===== src/rtl/mix_pkg.sv =====
// Shared types and constants for the I2S mic-pair mixer.
// Slot identity and default sample width / saturation rails.
package mix_pkg;

  localparam int WIDTH_DEF = 18;

  localparam logic [WIDTH_DEF-1:0] SAT_MAX =
    {1'b0, {(WIDTH_DEF-1){1'b1}}};
  localparam logic [WIDTH_DEF-1:0] SAT_MIN =
    {1'b1, {(WIDTH_DEF-1){1'b0}}};

  typedef enum logic {
    SLOT_L = 1'b0,
    SLOT_R = 1'b1
  } slot_e;

endpackage


===== src/rtl/i2s_slot_capture.sv =====
// One-slot I2S deserialiser, reused for left and right slots.
// Skips the delay bit, captures WIDTH bits, zero-pads short slots.
module i2s_slot_capture
  import mix_pkg::*;
#(
  parameter int WIDTH     = WIDTH_DEF,
  parameter int SLOT_BITS = 32
) (
  input  logic             clk,
  input  logic             rst_n,
  input  logic             lr_edge,
  input  logic             sd,
  output logic [WIDTH-1:0] word,
  output logic             full,
  output logic             short_end
);

  localparam int CMAX = (SLOT_BITS > WIDTH) ? SLOT_BITS : WIDTH;
  localparam int CW   = $clog2(CMAX + 1);
  localparam logic [CW-1:0] CNT_W = CW'(WIDTH);
  localparam logic [CW-1:0] CNT_L = CW'(WIDTH - 1);

  logic [CW-1:0]    bit_cnt;
  logic [WIDTH-1:0] cap_sr;
  logic             armed;
  logic             shift_en;

  assign shift_en  = armed & ~lr_edge & (bit_cnt != CNT_W);
  assign short_end = lr_edge & armed & (bit_cnt != CNT_W);
  assign word      = cap_sr << (CNT_W - bit_cnt);

  // Bit counter and MSB-first shift register for the current slot
  always_ff @(posedge clk) begin
    if (!rst_n) begin
      bit_cnt <= '0;
      cap_sr  <= '0;
      armed   <= 1'b0;
      full    <= 1'b0;
    end else begin
      full <= shift_en & (bit_cnt == CNT_L);
      if (lr_edge) begin
        armed   <= 1'b1;
        bit_cnt <= '0;
        cap_sr  <= '0;
      end else if (shift_en) begin
        bit_cnt <= bit_cnt + 1'b1;
        cap_sr  <= {cap_sr[WIDTH-2:0], sd};
      end
    end
  end

endmodule


===== src/rtl/i2s_pair_mixer.sv =====
// Stereo mic pair mixer: deserialise A/B, sum (saturate or halve),
// and re-serialise MSB-first aligned to the word-select rise.
module i2s_pair_mixer
  import mix_pkg::*;
#(
  parameter int WIDTH     = WIDTH_DEF,
  parameter int SLOT_BITS = 32,
  parameter int HALVE     = 0
) (
  input  logic clk,
  input  logic rst_n,
  input  logic lr_clk,
  input  logic sd,
  output logic sum_res,
  output logic last_shift,
  output logic sample_vld,
  output logic clip,
  output logic short_err
);

  localparam logic [WIDTH-1:0] MAX_V = {1'b0, {(WIDTH-1){1'b1}}};
  localparam logic [WIDTH-1:0] MIN_V = {1'b1, {(WIDTH-1){1'b0}}};

  logic             prev_lr;
  logic             rise;
  logic             lr_edge;
  slot_e            slot;
  logic [WIDTH-1:0] word;
  logic [WIDTH-1:0] word_a;
  logic [WIDTH-1:0] sum_q;
  logic [WIDTH-1:0] sum_n;
  logic [WIDTH-1:0] out_sr;
  logic [WIDTH:0]   sum_w;
  logic             full;
  logic             short_end;
  logic             take;
  logic             a_vld;
  logic             clip_n;

  assign rise    = lr_clk & ~prev_lr;
  assign lr_edge = lr_clk ^ prev_lr;
  assign slot    = prev_lr ? SLOT_R : SLOT_L;
  assign take    = full | short_end;

  i2s_slot_capture #(
    .WIDTH    (WIDTH),
    .SLOT_BITS(SLOT_BITS)
  ) u_cap (
    .clk      (clk),
    .rst_n    (rst_n),
    .lr_edge  (lr_edge),
    .sd       (sd),
    .word     (word),
    .full     (full),
    .short_end(short_end)
  );

  // Widen, add, then either halve or clamp to the signed rails
  always_comb begin
    sum_w  = {word_a[WIDTH-1], word_a} + {word[WIDTH-1], word};
    sum_n  = sum_w[WIDTH-1:0];
    clip_n = 1'b0;
    if (HALVE != 0) begin
      sum_n = sum_w[WIDTH:1];
    end else if (sum_w[WIDTH] != sum_w[WIDTH-1]) begin
      clip_n = 1'b1;
      sum_n  = sum_w[WIDTH] ? MIN_V : MAX_V;
    end
  end

  // Word-select tracking, pair latch, sum register and out shifter
  always_ff @(posedge clk) begin
    if (!rst_n) begin
      prev_lr    <= 1'b0;
      word_a     <= '0;
      a_vld      <= 1'b0;
      sum_q      <= '0;
      sample_vld <= 1'b0;
      clip       <= 1'b0;
      short_err  <= 1'b0;
      out_sr     <= '0;
    end else begin
      prev_lr    <= lr_clk;
      sample_vld <= 1'b0;
      clip       <= 1'b0;
      if (take && slot == SLOT_L) begin
        word_a <= word;
        a_vld  <= 1'b1;
      end
      if (take && slot == SLOT_R && a_vld) begin
        sum_q      <= sum_n;
        sample_vld <= 1'b1;
        clip       <= clip_n;
      end
      if (short_end) short_err <= 1'b1;
      if (rise) out_sr <= {sum_q[WIDTH-2:0], 1'b0};
      else      out_sr <= out_sr << 1;
    end
  end

  assign sum_res    = sum_q[WIDTH-1];
  assign last_shift = out_sr[WIDTH-1];

endmodule


===== config.mk =====
export PLATFORM = sky130hd
export DESIGN_NAME = i2s_pair_mixer
export DESIGN_NICKNAME = d
export VERILOG_FILES = /design/src/rtl/mix_pkg.sv /design/src/rtl/i2s_slot_capture.sv /design/src/rtl/i2s_pair_mixer.sv
export SDC_FILE = /design/constraint.sdc
export NUM_CORES = 1
export LEC_CHECK = 0
export BUFFER_PORTS_ARGS = -buffer_cell sky130_fd_sc_hd__buf_4
export CORE_MARGIN = 5
export CORE_UTILIZATION = 43
export CTS_CLUSTER_DIAMETER = 100
export DETAILED_ROUTE_END_ITERATION = 10
export SKIP_CTS_REPAIR_TIMING = 1
export SYNTH_ARGS = -nofsm -noshare
export SYNTH_HDL_FRONTEND = slang
export SYNTH_HIERARCHICAL = 1
export SYNTH_SLANG_ARGS = --single-unit

===== constraint.sdc =====
create_clock -name clk -period 6.1 [get_ports clk]
set_clock_uncertainty 0.05 [all_clocks]
set_input_delay 1.525 -clock clk [delete_from_list [all_inputs] [get_ports clk]]
set_output_delay 1.525 -clock clk [all_outputs]
set_load 0.05 [all_outputs]

==> results of run 1 <==
## layer usage
| layer | GRT usage | share of wire | up-vias |
|---|---|---|---|
| met2 | 0.266 | 0.46 | 33 |
| met4 | 0.0728 | 0.023 | 0 |
| met5 | 0 | 0 | - |
| met1 | 0.218 | 0.49 | 1963 |
| li1 | - | - | 2194 |
| met3 | 0.0252 | 0.021 | 14 |
## logic make-up after synthesis
| kind of cell | after synthesis |
|---|---|
| xor gates and xnor gates | 25 |
| AOI/OAI and AO/OA | 158 |
| DFF | 84 |
| buffers and inverters | 47 |
| muxes | 46 |
| and+or+nand+nor | 240 |
| adders and majority gates | 40 |
## layout make-up
class | count | area, um2 | share of cell area
clock buffer | 10 | 229 | 0.0400
timing repair buffer | 10 | 75.1 | 0.0131
clock inverter | 6 | 88.8 | 0.0155
multi-input combinational | 509 | 3400 | 0.594
inverter | 11 | 41.3 | 0.00721
sequential | 84 | 1680 | 0.294
tap | 168 | 210 | 0.0367
## registers in the layout, summed over array words and instances (netlist names), 6 cells and up
signal	flops
sum_q	18
u_cap/bit_cnt	6
word_a	18
u_cap/cap_sr	18
out_sr	17
## through the flow
step	setup WS (ps)	hold WS, ps	cell area [um2]	instances	util
floorplan	1950	384	5320	640	-
global placement	1270	398	5410	782	0.449
detailed placement	1090	405	5410	782	0.449
CTS	1110	420	5730	798	0.475
global route	653	432	5730	798	0.475
finish	1090	416	5730	798	0.475
## critical path, stage by stage (launching register included)
cell and delay [ps]:
dfxtp_1 350, clkinv_1 380, ha_1 950, mux2_2 420, mux2i_1 260, mux2i_1 120
a22oi_1 170, nor2_1 90, ha_1 430, a21oi_1 240, o21ai_1 100, a31oi_1 260
nand2_2 130, a31oi_4 540, maj3_2 330, a21oi_2 50
## path summary, 6_finish.rpt
check                                end  slack (ps)  cells after the start
hold / removal    word_a[3]$_SDFFE_PN0P_         420                      2
setup reg to reg   sum_q[6]$_SDFFE_PN0P_        1090                     15
hold reg to reg   word_a[3]$_SDFFE_PN0P_         420                      2
setup / recovery   sum_q[6]$_SDFFE_PN0P_        1090                     15
## power by group
| part | switching (uW) | total [uW] | internal (uW) |
|---|---|---|---|
| combinational | 50.2 | 74.9 | 24.7 |
| sequential | 3.47 | 556 | 553 |
| clock | 226 | 584 | 359 |
| total | 279 | 1220 | 936 |
## placed cells by master, fill, tap and decap left out, drive strengths merged, types with 13 or more instances in the layout
cell and n:
a21oi 64, nor2 57, dfxtp 84, mux2 13, ha 23, nor2b 20
maj3 16, nand3 15, mux2i 33, nand2 107, a21boi 19, xnor2 16
o21ai 35
==> flow_summary.yaml, run 1 <==
routing:
  ant_nets: 0
  drt_first_pass_iters: 4
  wl_per_cell_um: 14.1
  drc_errors: 0
  drtIter0Drc: 284
  vias: 4204
  viasPerCell: 5.27
  wirelength_mm: 11.2
synth:
  async_flop_share: 0
  netlist_area_um2: 5320
  synth.distinct_cells: 62
  ys.warnings.count: 6
  synthesis.nets: 668
  muxShareOfSynthArea: 0.0896
  avgSynthCellArea_um2: 8.31
  ys_ff_latch: 84
  synth_top_cell_by_area: "dfxtp_1"
  synth.most_common_cell: "nand2_1"
  yosysSeqAreaShare: 0.316
  synth_top_area_share: 0.316
  syn-instance-count: 640
  synth_top_family_by_area: "simple AND/OR/NAND/NOR gates"
  synthTopCellsByArea: "dfxtp_1 32%, nand2_1 7.4%, mux2i_1 6.2%, ha_1 5.4%, a21oi_1 4.6%"
  yosys.area_share.simple: 0.215
  synth_compound_area_frac: 0.196
  synth_edf_count: 0
  synth_adder_area_share: 0.0908
  synth_xor_area_frac: 0.0468
  synth_common_cells: "105 x nand2_1, 84 x dfxtp_1, 57 x nor2_1, 49 x a21oi_1, 33 x mux2i_1"
  synthFlopType: "dfxtp_1"
global_routing:
  grt_max_degree: 61
  gr-usage-all-layers: 0.165
  grt_pass1_vias: 3989
  overflow: 0
  grt_pass1_wl_mm: 19.6
  antenna_found_initial: 0
cts:
  cts_max_path_buffers: 2
  cts.sinks: 84
  clk_latency_ps: 340
  cts_buffers: 9
  root_buffer: "clkbuf_16"
  cts.clk_slew.worst_paths_ps: 60
  htreeDepth: 3
  cts_tree: "done"
pwr:
  finalPower_uw: 1220
  power_density_nw_per_um2: 212
  power_leakage_uw: 0.00205
  irDropWorstVdd_mv: 0.124
sta:
  rsz0062_at_grt: "no"
  finalSetupTns_ps: 0
  setup_violations: 0
  slew-limit-headroom: 0.140
  clock.fmax_mhz: 200
  worst_pin_slew_ps: 1290
  final-hold-violation-count: 0
  drv_slew: 0
  fin_crit_ps: 5010
  period_share: 0.821
worst_setup_path:
  endpoint_kind: "register"
  crit_start: "u_cap/bit_cnt[0]$_SDFFE_PP0P_"
  r2r-start: "u_cap/bit_cnt[0]$_SDFFE_PP0P_"
  crit_type: "register to register"
  required_ps: 6270
  startpoint_type: "register"
  worstPathMaxFanout: 21
  worstPathArrival_ps: 5180
place:
  io_buffers: 8
  dp.final_hpwl_mm: 8.34
  gp_congestion: 0.905
floorplan:
  die_h_um: 121
  coreArea_um2: 12100
  start_util: 0.441
  row_count: 40
  dieWidth_um: 121
  io_pins: 9
  die_area_um2: 14700
worst_hold_path:
  hold_class: "register to register"
  min_from: "word_a[3]$_SDFFE_PN0P_"
layout:
  areaGrowthSynthToFinish_pct: 7.67
  drive_gt1_frac: 0.140
  antenna_cells: 0
  final_nets: 653
  nFillCells: 1191
outcome:
  status: "complete, no violations"
job:
  maxCapViolCount: 0
No activity file was read; power rests on OpenSTA's default activity.
==> inputs of run 2 (changes only) <==
==> constraint.sdc (replaced) <==
create_clock -name clk -period 4.6 [get_ports clk]
set_clock_uncertainty 0.05 [all_clocks]
set_input_delay 1.15 -clock clk [delete_from_list [all_inputs] [get_ports clk]]
set_output_delay 1.15 -clock clk [all_outputs]
set_load 0.05 [all_outputs]
==> run 2 against run 1 <==
- utilization increased by 0.36 points
- non-clock buffer count increased by 8
- first-iteration DRC count increased by 19%
- critical path type unchanged
- largest power group unchanged
==> flow_summary.yaml, run 2 (synthesis results as in run 1) <==
outcome:
  status: "complete, no violations"
sta:
  rsz0062_at_grt: "no"
  holdWs_ps: 415
  slew-limit-headroom: 0.343
  finalSetupTns_ps: 0
  final-hold-violation-count: 0
  period_share: 0.928
  worst_pin_slew_ps: 985
  drv_slew: 0
  fin_crit_ps: 4270
  setup_violations: 0
  clock.fmax_mhz: 234
cts:
  cts.sinks: 84
  cts_tree: "done"
  root_buffer: "clkbuf_16"
  clk_latency_ps: 350
  cts_max_path_buffers: 2
  cts_buffers: 9
  cts.clk_slew.worst_paths_ps: 70
  htreeDepth: 3
worst_setup_path:
  worstPathArrival_ps: 4450
  endpoint_kind: "register"
  crit_type: "register to register"
  r2r_setup_slack_ps: 330
  path_cells: "buf_4 -> ha_1 -> xnor2_2 -> mux2i_1 -> nor2_1 -> a211oi_1 -> ha_1 -> a21o_1 -> nand2_1 -> nand3_1 -> and2_1 -> a31oi_4 -> maj3_2 -> a21oi_2"
  worstPathMaxFanout: 20
  startpoint_type: "register"
  slowest_delay_ps: 660
  critPathSlowestCell: "xnor2_2"
  required_ps: 4780
  critPathMostFrequentCell: "ha_1"
global_routing:
  antenna_found_initial: 0
  gr-usage-all-layers: 0.165
  overflow: 0
  grt_pass1_wl_mm: 19.8
  grt_pass1_vias: 4024
  grt_max_degree: 61
routing:
  wl_per_cell_um: 13.9
  vias: 4224
  drt_first_pass_iters: 4
  ant_nets: 0
  wirelength_mm: 11.2
  drc_errors: 0
  drtIter0Drc: 339
  viasPerCell: 5.24
worst_hold_path:
  hold_class: "register to register"
layout:
  top_regs: "sum_q x18, u_cap/cap_sr x18, word_a x18"
  final_nets: 661
  drive_gt1_frac: 0.150
  areaGrowthSynthToFinish_pct: 8.49
  antenna_cells: 0
  most-common-layout-cells: "105 x nand2_1, 84 x dfxtp_1, 56 x nor2_1"
  final_common_cell: "nand2_1"
  layout.cells.non_filler: 806
floorplan:
  die_h_um: 121
  coreArea_um2: 12100
  dieWidth_um: 121
  start_util: 0.441
  die_area_um2: 14700
  io_pins: 9
  row_count: 40
pwr:
  finalPower_uw: 1580
  power_density_nw_per_um2: 274
  power_leakage_uw: 0.00208
  irDropWorstVdd_mv: 0.249
place:
  dp.final_hpwl_mm: 8.28
  gp_congestion: 0.882
  io_buffers: 8
  post-place-cells: 790
job:
  maxCapViolCount: 0
## run 2: per-layer routing
| layer | track usage | routed length (um) | vias to the layer above |
|---|---|---|---|
| met3 | 0.0499 | 415 | 14 |
| li1 | - | - | 2209 |
| met5 | 0 | 0 | - |
| met2 | 0.278 | 5330 | 52 |
| met1 | 0.208 | 5340 | 1949 |
| met4 | 0.0392 | 145 | 0 |
## run 2: layout make-up
| type | count | area [um2] |
|---|---|---|
| Tap cell | 168 | 210 |
| Sequential cell | 84 | 1680 |
| Clock inverter | 6 | 72.6 |
| Clock buffer | 10 | 229 |
| Fill cell | 1180 | 6290 |
| Multi-Input combinational cell | 509 | 3400 |
| Inverter | 11 | 41.3 |
| Timing Repair Buffer | 18 | 135 |
## run 2: worst max-delay path: cells and delay by family, from the launching register on
family | cells | cell delay [ps]
flip-flops | 1 | 320
AO/OA/AOI/OAI | 4 | 1150
AND/OR/NAND/NOR | 4 | 390
adder cells (fa/ha/maj) | 3 | 1090
buffers and inverters | 1 | 200
multiplexers | 1 | 290
XOR/XNOR | 1 | 660
## run 2: worst paths after layout
kind                            depth (start not counted)                     to                     startpoint
worst max-delay path                                   14  sum_q[7]$_SDFFE_PN0P_  u_cap/bit_cnt[0]$_SDFFE_PP0P_
worst min-delay path                                    1     a_vld$_SDFFE_PN0P_             a_vld$_SDFFE_PN0P_
worst max register to register                         14  sum_q[7]$_SDFFE_PN0P_  u_cap/bit_cnt[0]$_SDFFE_PP0P_
worst min register to register                          1     a_vld$_SDFFE_PN0P_             a_vld$_SDFFE_PN0P_
## run 2: power by group
part           internal [uW]  total, uW  switching, uW
clock network            425        738            312
registers                733        737           4.18
logic                   37.7        106           67.9
## run 2: through the flow
stage | cell area, um2 | setup slack (ps) | utilization
2_1_floorplan | 5320 | 446 | -
3_3_place_gp | 5470 | 413 | 0.454
3_5_place_dp | 5470 | 336 | 0.454
4_1_cts | 5770 | 314 | 0.479
5_1_grt | 5770 | 3.09 | 0.479
6_report | 5770 | 331 | 0.479
